### config.mk
export PLATFORM = sky130hd
export DESIGN_NAME = dino_jump_unit
export DESIGN_NICKNAME = d
export VERILOG_FILES = /design/src/rtl/dino_pkg.sv /design/src/rtl/dino_sprite_rom.sv /design/src/rtl/dino_jump_unit.sv
export SDC_FILE = /design/constraint.sdc
export NUM_CORES = 1
export LEC_CHECK = 0
export BUFFER_PORTS_ARGS = -buffer_cell sky130_fd_sc_hd__buf_2
export CORE_ASPECT_RATIO = 1.75
export CORE_MARGIN = 8
export CORE_UTILIZATION = 40
export CTS_CLUSTER_DIAMETER = 40
export DETAILED_ROUTE_END_ITERATION = 8
export PLACE_DENSITY = 0.7
export SETUP_SLACK_MARGIN = 0.1
export SLEW_MARGIN = 20
export SYNTH_ARGS = -nofsm -noshare
export SYNTH_HDL_FRONTEND = slang
export SYNTH_SLANG_ARGS = --single-unit
### constraint.sdc
create_clock -name clk -period 8.4 [get_ports clk]
set_clock_uncertainty 0.2 [all_clocks]
set_input_delay 0.84 -clock clk [delete_from_list [all_inputs] [get_ports clk]]
set_output_delay 0.84 -clock clk [all_outputs]
set_load 0.05 [all_outputs]
### src/rtl/dino_pkg.sv
// Shared motion-state encoding and screen geometry for the dinosaur sprite path.
package dino_pkg;

    typedef enum logic [1:0] {
        StGround = 2'd0,
        StAir    = 2'd1,
        StDuck   = 2'd2
    } dino_state_e;

    localparam int unsigned SCREEN_GROUND_Y = 402;
    localparam int unsigned SCREEN_X0       = 80;

endpackage

### src/rtl/dino_sprite_rom.sv
// Constant run/duck sprite bitmaps with a registered read; final stage of the pixel pipeline.
module dino_sprite_rom #(
    parameter int unsigned SPR_W  = 82,
    parameter int unsigned SPR_H  = 88,
    parameter int unsigned DUCK_H = 44,
    parameter int unsigned RR_W   = 7,
    parameter int unsigned RC_W   = 7
) (
    input  logic            i_clk,
    input  logic            i_rst,
    input  logic            i_in_box,
    input  logic            i_duck,
    input  logic [RR_W-1:0] i_row,
    input  logic [RC_W-1:0] i_col,
    output logic            o_px
);

    int   w_row;
    int   w_col;
    logic w_bit;
    logic r_px;

    function automatic logic in_rect(input int r, input int c, input int r0, input int r1,
                                     input int c0, input int c1);
        return (r >= r0) && (r <= r1) && (c >= c0) && (c <= c1);
    endfunction

    // Bitmaps are described as filled rectangles: head, body, tail and legs.
    always_comb begin
        w_row = int'(i_row);
        w_col = int'(i_col);
        w_bit = 1'b0;
        if (i_duck) begin
            if ((w_row < int'(DUCK_H)) && (w_col < int'(SPR_W))) begin
                w_bit = (in_rect(w_row, w_col, 0, 17, 50, 81) &&
                         !in_rect(w_row, w_col, 4, 9, 62, 67))
                      || in_rect(w_row, w_col, 8, 31, 0, 61)
                      || in_rect(w_row, w_col, 32, 43, 16, 27)
                      || in_rect(w_row, w_col, 32, 43, 40, 51);
            end
        end else begin
            if ((w_row < int'(SPR_H)) && (w_col < int'(SPR_W))) begin
                w_bit = (in_rect(w_row, w_col, 0, 29, 44, 81) &&
                         !in_rect(w_row, w_col, 8, 13, 56, 61))
                      || in_rect(w_row, w_col, 30, 59, 10, 61)
                      || in_rect(w_row, w_col, 40, 51, 0, 9)
                      || in_rect(w_row, w_col, 60, 87, 16, 27)
                      || in_rect(w_row, w_col, 60, 87, 40, 51);
            end
        end
    end

    always_ff @(posedge i_clk or posedge i_rst) begin
        if (i_rst) begin
            r_px <= 1'b0;
        end else begin
            r_px <= i_in_box & w_bit;
        end
    end

    assign o_px = r_px;

endmodule

### src/rtl/dino_jump_unit.sv
// Dinosaur vertical-motion FSM (jump, duck, fast-fall, double jump) with hit box and
// a two-stage sprite pixel pipeline for the VGA scan.
module dino_jump_unit
    import dino_pkg::*;
#(
    parameter int unsigned SPR_W        = 82,
    parameter int unsigned SPR_H        = 88,
    parameter int unsigned DUCK_H       = 44,
    parameter int unsigned X0           = SCREEN_X0,
    parameter int unsigned GROUND_Y     = SCREEN_GROUND_Y,
    parameter int unsigned AIR_T        = 60,
    parameter int unsigned ARC_DIV      = 6,
    parameter int unsigned ALLOW_DOUBLE = 1,
    parameter int unsigned H_W          = 10
) (
    input  logic           clk,
    input  logic           RESET,
    input  logic           fresh,
    input  logic           game_status,
    input  logic           START,
    input  logic           button_jump,
    input  logic           button_duck,
    input  logic [8:0]     row_addr,
    input  logic [9:0]     col_addr,
    output logic           px,
    output logic           airborne,
    output logic           ducking,
    output logic [H_W-1:0] height,
    output logic [H_W-1:0] hit_top,
    output logic [H_W-1:0] hit_bottom
);

    localparam int unsigned T_W  = $clog2(AIR_T + 1);
    localparam int unsigned P_W  = 2 * T_W;
    localparam int unsigned RR_W = $clog2(SPR_H);
    localparam int unsigned RC_W = $clog2(SPR_W);

    logic r_fresh_s1;
    logic r_fresh_s2;
    logic r_fresh_s3;
    logic w_tick;

    dino_state_e    r_state;
    dino_state_e    w_state_d;
    logic [T_W-1:0] r_t;
    logic [T_W-1:0] w_t_d;
    logic [1:0]     r_jumps;
    logic [1:0]     w_jumps_d;
    logic           r_jump_prev;
    logic [T_W:0]   w_t_step;
    logic           w_jump_edge;
    logic           w_can_double;

    logic [P_W-1:0] w_prod;
    logic [H_W-1:0] w_height;
    logic [H_W-1:0] w_active_h;
    logic [H_W-1:0] r_height;
    logic [H_W-1:0] r_hit_top;
    logic [H_W-1:0] r_hit_bottom;
    logic           r_pose_duck;

    logic [H_W-1:0]  w_row;
    logic            w_in_box;
    logic            r_in_box;
    logic            r_rom_duck;
    logic [RR_W-1:0] r_rom_row;
    logic [RC_W-1:0] r_rom_col;

    // fresh is asynchronous: two flops to synchronise, a third to find its falling edge.
    always_ff @(posedge clk or posedge RESET) begin
        if (RESET) begin
            r_fresh_s1 <= 1'b0;
            r_fresh_s2 <= 1'b0;
            r_fresh_s3 <= 1'b0;
        end else begin
            r_fresh_s1 <= fresh;
            r_fresh_s2 <= r_fresh_s1;
            r_fresh_s3 <= r_fresh_s2;
        end
    end

    assign w_tick = r_fresh_s3 & ~r_fresh_s2;

    always_ff @(posedge clk or posedge RESET) begin
        if (RESET) begin
            r_state     <= StGround;
            r_t         <= '0;
            r_jumps     <= '0;
            r_jump_prev <= 1'b0;
        end else begin
            r_state <= w_state_d;
            r_t     <= w_t_d;
            r_jumps <= w_jumps_d;
            if (w_tick) begin
                r_jump_prev <= button_jump;
            end
        end
    end

    always_comb begin
        w_state_d    = r_state;
        w_t_d        = r_t;
        w_jumps_d    = r_jumps;
        w_t_step     = {1'b0, r_t} + (button_duck ? (T_W+1)'(2) : (T_W+1)'(1));
        w_jump_edge  = button_jump & ~r_jump_prev;
        w_can_double = (ALLOW_DOUBLE != 0) && w_jump_edge && (r_jumps == 2'd1)
                       && (r_t > T_W'(AIR_T / 2));
        if (w_tick) begin
            if (!game_status) begin
                if (START) begin
                    w_state_d = StGround;
                    w_t_d     = '0;
                    w_jumps_d = '0;
                end
            end else begin
                case (r_state)
                    StGround, StDuck: begin
                        if (button_jump) begin
                            w_state_d = StAir;
                            w_t_d     = T_W'(1);
                            w_jumps_d = 2'd1;
                        end else if (button_duck) begin
                            w_state_d = StDuck;
                        end else begin
                            w_state_d = StGround;
                        end
                    end
                    StAir: begin
                        // Landing is checked first so it beats a same-tick double jump.
                        if (w_t_step >= (T_W+1)'(AIR_T)) begin
                            w_state_d = StGround;
                            w_t_d     = '0;
                            w_jumps_d = '0;
                        end else if (w_can_double) begin
                            w_t_d     = T_W'(AIR_T) - r_t;
                            w_jumps_d = 2'd2;
                        end else begin
                            w_t_d = T_W'(w_t_step);
                        end
                    end
                    default: begin
                        w_state_d = StGround;
                        w_t_d     = '0;
                        w_jumps_d = '0;
                    end
                endcase
            end
        end
    end

    // Parabolic arc, zero at t=0 and t=AIR_T.
    assign w_prod     = P_W'(r_t) * P_W'(T_W'(AIR_T) - r_t);
    assign w_height   = H_W'(w_prod / P_W'(ARC_DIV));
    assign w_active_h = (r_state == StDuck) ? H_W'(DUCK_H) : H_W'(SPR_H);

    always_ff @(posedge clk or posedge RESET) begin
        if (RESET) begin
            r_height     <= '0;
            r_hit_top    <= H_W'(GROUND_Y) - H_W'(SPR_H);
            r_hit_bottom <= H_W'(GROUND_Y);
            r_pose_duck  <= 1'b0;
        end else begin
            r_height     <= w_height;
            r_hit_top    <= H_W'(GROUND_Y) - w_height - w_active_h;
            r_hit_bottom <= H_W'(GROUND_Y) - w_height;
            r_pose_duck  <= (r_state == StDuck);
        end
    end

    assign w_row    = H_W'(row_addr);
    assign w_in_box = (w_row >= r_hit_top) && (w_row < r_hit_bottom)
                      && (col_addr >= 10'(X0)) && (col_addr < 10'(X0 + SPR_W));

    always_ff @(posedge clk or posedge RESET) begin
        if (RESET) begin
            r_in_box   <= 1'b0;
            r_rom_duck <= 1'b0;
            r_rom_row  <= '0;
            r_rom_col  <= '0;
        end else begin
            r_in_box   <= w_in_box;
            r_rom_duck <= r_pose_duck;
            r_rom_row  <= RR_W'(w_row - r_hit_top);
            r_rom_col  <= RC_W'(col_addr - 10'(X0));
        end
    end

    dino_sprite_rom #(
        .SPR_W  (SPR_W),
        .SPR_H  (SPR_H),
        .DUCK_H (DUCK_H),
        .RR_W   (RR_W),
        .RC_W   (RC_W)
    ) u_rom (
        .i_clk    (clk),
        .i_rst    (RESET),
        .i_in_box (r_in_box),
        .i_duck   (r_rom_duck),
        .i_row    (r_rom_row),
        .i_col    (r_rom_col),
        .o_px     (px)
    );

    assign airborne   = (r_state == StAir);
    assign ducking    = (r_state == StDuck);
    assign height     = r_height;
    assign hit_top    = r_hit_top;
    assign hit_bottom = r_hit_bottom;

endmodule

==> impl_metrics.json, run 1 <==
{
  "outcome": "finished, violations left",
  "violations": "negative setup slack",
  "synth.distinct_cells": 68,
  "rsz0062_at_grt": "true",
  "coreArea_mm2": 0.0134,
  "critPathLaunch": "r_t[0]",
  "cts_hold_buffers": 0,
  "synth_top_area_frac": 0.225,
  "clock-sinks": 57,
  "clk_pin_slew_ps": 50,
  "fin_crit_sh": 1.03,
  "synth_top_cell_by_area": "dfrtp_1",
  "cpMaxStageDelayCell": "fa_1",
  "worstMarginPinSlew_ps": 1130,
  "gp_congestion": 0.929,
  "fin_hold_ws_ps": 151,
  "die-area_mm2": 0.0177,
  "dp_hpwl_mm": 12.0,
  "clockBufferDepth": 2,
  "finalSetupTns_ps": -737,
  "fmax_mhz": 116,
  "synth_area_leaders": "dfrtp_1 23%, ha_1 15%, fa_1 8.1%, inv_1 5.2%, xnor2_1 4.0%",
  "io_buffers": 58,
  "htreeDepth": 3,
  "fin_crit_ps": 8620,
  "slew_violations": 0,
  "place_ws_ps": -422,
  "cp.buffers_inverters": 7,
  "insertion_delay_ps": 330,
  "first_global_vias": 5463,
  "fillerInstances": 1170,
  "crit_family": "adder cells",
  "crit_path_start_kind": "register",
  "cts_root_buffer": "clkbuf_16",
  "synth-seq-cells": 57,
  "grt_usage": 0.171,
  "yosys-top-cells-count": "75 x inv_1, 67 x ha_1, 51 x nand2_1",
  "grt_pass1_wl_mm": 25.1,
  "mappedNetlistArea_mm2": 0.00544,
  "antenna_found_initial": 0,
  "drive_above_1_share": 0.343,
  "vias": 5165,
  "p_per_area_mw_per_mm2": 280,
  "gr-total-overflow": 0,
  "final_util": 0.557,
  "synthToLayoutAreaGrowth_pct": 37.1,
  "ys_async_sr_fraction": 1.00,
  "yosys_warnings": 0,
  "io_pins": 59,
  "first_pass_iters": 4,
  "setup_ws_ps": -219,
  "end_kind": "register",
  "yosysMostFrequentCell": "inv_1",
  "hold_viol_final": 0,
  "die_x_um": 104,
  "row_count": 56,
  "setup-violations-final": 5,
  "cap_violations": 0,
  "hold_class": "reg -> reg",
  "n_antenna_cell": 0,
  "cts_inserted_buffers": 9,
  "netlist_instances": 626,
  "viasPerCell": 5.37,
  "first_iter_violations": 161,
  "criticalPathCategory": "reg -> reg",
  "synth.yosys.seq_area_share": 0.264,
  "min_from": "r_pose_duck",
  "wirelength_mm": 15.4,
  "p_leak_nw": 3.66,
  "wl_per_cell_um": 16.0,
  "grt_start_max_net_pins": 58,
  "rr_startpoint": "r_t[0]",
  "ir_drop_mv": 0.126,
  "crit_fanout": 6,
  "nets": 898,
  "slowest_delay_ps": 540,
  "die_h_um": 170,
  "initial_core_util": 0.407,
  "antenna_left": 0,
  "tritoncts": "built",
  "drc": 0,
  "arrival_ps": 8610,
  "syn_avg_cell_area_um2": 8.69,
  "cp.required_ps": 8390,
  "ys.flop_type": "dfrtp_1",
  "maxSlewHeadroom": 0.244,
  "synth-edff-count": 0
}
logic make-up after synthesis:
group | Yosys count | share of synthesized area
AO/OA/AOI/OAI | 152 | 0.183
adder cells (fa/ha/maj) | 92 | 0.241
flip-flops | 57 | 0.264
XOR/XNOR | 37 | 0.0644
buffers and inverters | 95 | 0.0704
multiplexers | 7 | 0.0131
AND/OR/NAND/NOR | 184 | 0.163
other | 2 | 0.00138
flip-flops by register name, indices dropped and copies added, names as in the netlist, 2 cells and up:
name / count
hit_bottom: 10
height: 9
hit_top: 8
r_rom_col: 6
r_rom_row: 6
r_t: 6
r_jumps: 2
r_state: 2
report_power, final:
| part | switching [W] | leakage (nW) | internal, W |
|---|---|---|---|
| registers | 0.0000658 | 0.690 | 0.000368 |
| clock network | 0.000127 | 0.175 | 0.000314 |
| logic | 0.000706 | 2.80 | 0.000508 |
repair_timing:
action | 4_1_cts | 5_1_grt
endpoints found under the setup margin | 5 | 8
setup buffers | 14 | 11
resized for setup | 40 | 36
pin swaps | 25 | 24
cell usage in the layout (no fill, tap or decap), types with 4 or more instances in the layout:
cell type and n:
buf_4 97, inv_1 71, ha_1 58, buf_2 58, dfrtp_1 46, nor2_1 45
nand2_1 42, a21oi_1 36, o21ai_0 31, xnor2_1 24, fa_1 22, nand2b_1 16
nor3_1 12, o211ai_1 10, nand3_1 10, nand2_2 9, xor2_1 9, ha_4 9
clkbuf_16 9, dfstp_2 8, buf_6 8, a21o_1 7, nor2b_1 7, and2_1 6
a31oi_1 6, o31ai_1 4, nor2b_2 4, a21oi_2 4, o21ai_1 4, and3_1 4
layout make-up:
type | instances | area (um^2) | area share
inverters | 77 | 302 | 0.0404
repair buffers | 163 | 1110 | 0.149
clock inverters | 4 | 97.6 | 0.0131
clock buffers | 12 | 267 | 0.0357
well taps | 174 | 218 | 0.0292
flip-flops and latches | 57 | 1440 | 0.193
multi-input cells | 475 | 4030 | 0.540
per-layer routing:
| metal | vias to the layer above | wire length, um | global-route usage |
|---|---|---|---|
| met4 | 0 | 550 | 0.0931 |
| met2 | 137 | 8910 | 0.347 |
| met3 | 42 | 489 | 0.0223 |
| li1 | 2457 | - | - |
| met1 | 2529 | 5460 | 0.161 |
| met5 | - | 0 | 0 |
through the flow:
step           total power [W]  instance area (um^2)  cells
4_1_cts                0.00203                  7230    953
3_3_place_gp           0.00144                  6590    923
5_1_grt                0.00221                  7460    962
6_report               0.00209                  7460    962
2_1_floorplan          0.00116                  5570    627
3_5_place_dp           0.00147                  6590    923
final timing paths:
| check | slack (ps) | cells after the start | end |
|---|---|---|---|
| worst min-delay path | 150 | 0 | r_rom_duck |
| worst max-delay path | -220 | 40 | hit_top[9] |
| max in group asynchronous | 7010 | 3 | r_t[0] |
| worst min register to register | 150 | 0 | r_rom_duck |
| worst max register to register | -220 | 40 | hit_top[9] |
| min in group asynchronous | 500 | 3 | r_t[5] |
No activity file was read; power rests on OpenSTA's default activity.
==> run 2, diff against run 1 <==
--- a/config.mk
+++ b/config.mk
@@ -11,7 +11,7 @@
 export CORE_UTILIZATION = 40
 export CTS_CLUSTER_DIAMETER = 40
 export DETAILED_ROUTE_END_ITERATION = 8
-export PLACE_DENSITY = 0.7
+export PLACE_DENSITY = 0.68
 export SETUP_SLACK_MARGIN = 0.1
 export SLEW_MARGIN = 20
 export SYNTH_ARGS = -nofsm -noshare
==> constraint.sdc (replaced) <==
create_clock -name clk -period 9.9 [get_ports clk]
set_clock_uncertainty 0.2 [all_clocks]
set_input_delay 0.99 -clock clk [delete_from_list [all_inputs] [get_ports clk]]
set_output_delay 0.99 -clock clk [all_outputs]
set_load 0.05 [all_outputs]
==> run 2 against run 1 <==
The flow now finishes without violations. Critical path type unchanged. Fmax fell by 6.8%. Utilization down 7.6 points. Worst setup slack improved by 880 ps. Critical path depth is 2 lower. Critical endpoint unchanged. Power decreased by 28%. Final cell count down 8.8%. Highest routed layer unchanged. Largest cell class unchanged. Routed wire length is 11% lower. Clock power fell by 23%. Non-clock buffer count decreased by 85. Sequential power down 15%. Flip-flop and latch count is the same.
==> impl_metrics.json, run 2 (synthesis gave the netlist of run 1 again) <==
{
  "gr-total-overflow": 0,
  "nets": 813,
  "insertion_delay_ps": 330,
  "die_x_um": 104,
  "first_global_vias": 5094,
  "cts_hold_buffers": 0,
  "row_count": 56,
  "synthToLayoutAreaGrowth_pct": 18.5,
  "drc": 0,
  "first_pass_iters": 5,
  "grt_usage": 0.159,
  "setup-violations-final": 0,
  "largest_reg_flops": 10,
  "fin_crit_sh": 0.934,
  "clock-sinks": 57,
  "finalSetupTns_ps": 0,
  "io_buffers": 58,
  "die-area_mm2": 0.0177,
  "met1_usage": 0.147,
  "drive_above_1_share": 0.196,
  "end_kind": "register",
  "viasPerCell": 5.42,
  "slowest_delay_ps": 550,
  "criticalPathCategory": "reg -> reg",
  "hold_class": "reg -> reg",
  "hold_viol_final": 0,
  "cts_inserted_buffers": 9,
  "cap_violations": 0,
  "htreeDepth": 3,
  "initial_core_util": 0.407,
  "rsz0062_at_grt": "false",
  "slew_violations": 0,
  "ir_drop_mv": 0.107,
  "tritoncts": "built",
  "p_per_area_mw_per_mm2": 234,
  "fmax_mhz": 108,
  "n_antenna_cell": 0,
  "die_h_um": 170,
  "vias": 4755,
  "io_pins": 59,
  "p_leak_nw": 3.20,
  "wl_per_cell_um": 15.6,
  "outcome": "complete, no violations",
  "grt_use_met2": 0.321,
  "clk_pin_slew_ps": 60,
  "dp_hpwl_mm": 11.3,
  "grt_start_max_net_pins": 58,
  "gp_congestion": 0.863,
  "fillerInstances": 1272,
  "mostFrequentLayoutCells": "73 x inv_1, 64 x ha_1, 58 x buf_2",
  "crit_path_start_kind": "register",
  "setup_ws_ps": 656,
  "final_common_cell": "inv_1",
  "cp.required_ps": 9890,
  "fin_crit_ps": 9240,
  "worstMarginPinSlew_ps": 932,
  "cpMaxStageDelayCell": "fa_1",
  "maxSlewHeadroom": 0.378,
  "first_iter_violations": 218,
  "grt_util_met3": 0.0227,
  "place_ws_ps": 51.4,
  "antenna_left": 0,
  "wirelength_mm": 13.7,
  "antenna_found_initial": 0,
  "cts_root_buffer": "clkbuf_16",
  "coreArea_mm2": 0.0134,
  "arrival_ps": 9230,
  "grt_pass1_wl_mm": 23.3,
  "busiest_layer": "met2",
  "crit_fanout": 10,
  "clockBufferDepth": 2
}
## run 2: cell types whose count changed in the layout (fill, tap and decap cells not counted), moves of 4 or more
cell	delta
buf_6	-8
nor2b_2	-4
nor2_1	+4
ha_4	-9
o21ai_0	+4
nand2_1	+6
nand2_2	-6
nor2b_1	+6
ha_1	+6
buf_4	-77
## run 2: repair_timing
action / CTS / global route
hold endpoints to repair: 0 / 0
cloned: 0 / 0
setup endpoints to repair: 2 / 6
gates resized for setup: 3 / 28
pin swaps: 1 / 5
setup buffers: 1 / 7
## run 2: power breakdown
part	switching, W	internal [W]
clock network	0.000107	0.000233
registers	0.0000544	0.000312
logic	0.000520	0.000285
## run 2: worst max-delay path: cells and delay by family (launching register included)
kind	cells	cell delay, ps
compound gates	11	2620
xor+xnor	1	130
fa+ha+maj	10	3910
buf+inv	5	440
flops	1	400
mux	3	330
simple gates	8	1080
## run 2: per-stage QoR
stage	cells	util	power, W	cell area [um^2]	hold WS [ps]
global route	877	0.482	0.00162	6450	167
CTS	870	0.470	0.00151	6300	148
floorplan	627	-	0.000965	5450	131
finish	877	0.482	0.00151	6450	149
global placement	853	0.445	0.00114	5950	133
detailed placement	853	0.445	0.00116	5950	137
## run 2: area by class of cell
class	count	area (um^2)	area share
inverter	77	294	0.0456
sequential	57	1440	0.224
timing repair buffer	78	440	0.0683
clock buffer	11	253	0.0392
multi-input combinational	475	3720	0.578
clock inverter	5	77.6	0.0120
tap	174	218	0.0338
## run 2: worst paths after layout
kind / start / end / slack [ps] / cells past startpoint
setup / recovery: r_t[0] / hit_top[9] / 660 / 38
max in group asynchronous: RESET / height[9] / 8370 / 3
setup reg to reg: r_t[0] / hit_top[9] / 660 / 38
min in group asynchronous: RESET / r_jumps[1] / 640 / 3
hold reg to reg: r_pose_duck / r_rom_duck / 150 / 0
hold / removal: r_pose_duck / r_rom_duck / 150 / 0
## run 2: routing by layer
layer  vias to the layer above  wire length [um]
met5                         -                 0
met4                         0               624
met3                        52               466
met2                       141              7860
met1                      2277              4700
li1                       2285                 -
==> run 3, diff against run 2 <==
--- a/config.mk
+++ b/config.mk
@@ -11,7 +11,6 @@
 export CORE_UTILIZATION = 40
 export CTS_CLUSTER_DIAMETER = 40
 export DETAILED_ROUTE_END_ITERATION = 8
-export PLACE_DENSITY = 0.68
 export SETUP_SLACK_MARGIN = 0.1
 export SLEW_MARGIN = 20
 export SYNTH_ARGS = -nofsm -noshare
==> run 3 against run 2 <==
Cell area increased by 0.66%. Routed wire length increased by 1.0%. Power decreased by 2.0%. Non-clock buffer count increased by 8. Die area unchanged. Clock power decreased by 16%. Register-to-register slack about the same. Largest cell class unchanged. Highest routed layer unchanged. Clock-buffer cell count unchanged. Worst setup slack got worse by 9.1 ps.
==> impl_metrics.json, run 3 (synthesis gave the netlist of run 1 again) <==
{
  "outcome": "complete, no violations",
  "p_leak_nw": 3.22,
  "setup-violations-final": 0,
  "crit_path_start_kind": "register",
  "end_kind": "register",
  "grt_pass1_wl_mm": 22.7,
  "die_h_um": 170,
  "cp.required_ps": 9880,
  "antenna_left": 0,
  "synthToLayoutAreaGrowth_pct": 19.3,
  "ir_drop_mv": 0.0943,
  "tritoncts": "built",
  "final_common_cell": "inv_1",
  "coreArea_mm2": 0.0134,
  "largest_reg_flops": 10,
  "wl_per_cell_um": 15.6,
  "arrival_ps": 9230,
  "dp_hpwl_mm": 11.3,
  "io_buffers": 58,
  "fin_crit_ps": 9250,
  "cp.buffers_inverters": 5,
  "slowest_delay_ps": 550,
  "grt_start_max_net_pins": 58,
  "cap_violations": 0,
  "crit_fanout": 9,
  "worstMarginPinSlew_ps": 932,
  "criticalPathCategory": "reg -> reg",
  "drive_above_1_share": 0.207,
  "clk_pin_slew_ps": 50,
  "hold_viol_final": 0,
  "setup_ws_ps": 647,
  "grt_usage": 0.157,
  "cts_root_buffer": "clkbuf_16",
  "hold_class": "reg -> reg",
  "gp_congestion": 0.880,
  "crit_family": "adder cells",
  "cts_inserted_buffers": 9,
  "wirelength_mm": 13.8,
  "place_ws_ps": -16.8,
  "gr-total-overflow": 0,
  "p_per_area_mw_per_mm2": 228,
  "fin_hold_ws_ps": 148,
  "htreeDepth": 3,
  "cpMaxStageDelayCell": "fa_1",
  "initial_core_util": 0.407,
  "rsz0062_at_grt": "false",
  "maxSlewHeadroom": 0.378,
  "drc": 0,
  "clockBufferDepth": 2,
  "vias": 4717,
  "final_cells": 885,
  "slew_violations": 0,
  "n_antenna_cell": 0,
  "first_iter_violations": 171,
  "io_pins": 59,
  "first_global_vias": 4806,
  "mostFrequentLayoutCells": "74 x inv_1, 63 x ha_1, 58 x buf_2",
  "crit_cells": 38,
  "insertion_delay_ps": 330,
  "power_w": 0.00148,
  "cts_hold_buffers": 0,
  "first_pass_iters": 5,
  "die-area_mm2": 0.0177,
  "fin_crit_sh": 0.935,
  "nets": 821,
  "row_count": 56,
  "clock-sinks": 57,
  "post-place-cells": 856,
  "r2r_cells": 38,
  "holdPathStages": 0,
  "die_x_um": 104,
  "antenna_found_initial": 0,
  "viasPerCell": 5.33,
  "fmax_mhz": 108
}
## run 3: final cells by class
cell class	instances	area [um^2]
clock buffers	11	253
clock inverters	5	30.0
inverters	77	294
repair buffers	86	513
well taps	174	218
multi-input cells	475	3740
fillers	1301	6890
flip-flops and latches	57	1440
## run 3: metrics by stage
stage / setup TNS, ps / utilization / cell area (um^2)
finish: 0 / 0.485 / 6490
global route: 0 / 0.485 / 6490
detailed placement: -16.8 / 0.447 / 5980
floorplan: 0 / - / 5450
global placement: 0 / 0.447 / 5980
CTS: 0 / 0.469 / 6270
## run 3: worst register-to-register path, delay by kind of cell (launching register included)
kind                       cells  cell delay (ps)
buffers and inverters          5              370
muxes                          3              600
and+or+nand+nor                8             1060
AOI/OAI and AO/OA             10             2210
xor gates and xnor gates       2              410
DFF                            1              420
adders and majority gates     10             3820
## run 3: what timing repair did
item                                   4_1_cts  5_1_grt
buffers inserted                             0       13
setup endpoints to repair                    4        5
endpoints found under the hold margin        0        0
pin swaps                                    0        8
gates resized for setup                      6       26
## run 3: per-layer routing
layer  global-route usage  vias to the layer above  wire length [um]
li1                     -                     2308                 -
met1                0.149                     2282              5070
met2                0.324                      109              8060
met3               0.0174                       18               356
met4               0.0684                        0               307
met5                    0                        -                 0
## run 3: power by group
part           internal [W]  leakage (nW)  switching, W  total, W
registers          0.000312         0.690     0.0000585  0.000370
logic              0.000300          2.39      0.000526  0.000826
clock network      0.000181         0.137      0.000104  0.000285
## run 3: final timing paths
check                            startpoint             to  slack (ps)
worst max-delay path                 r_t[1]     hit_top[9]         650
worst min-delay path            r_pose_duck     r_rom_duck         150
worst max register to register       r_t[1]     hit_top[9]         650
worst min register to register  r_pose_duck     r_rom_duck         150
max in group asynchronous             RESET  hit_bottom[9]        8370
min in group asynchronous             RESET     r_fresh_s1         640
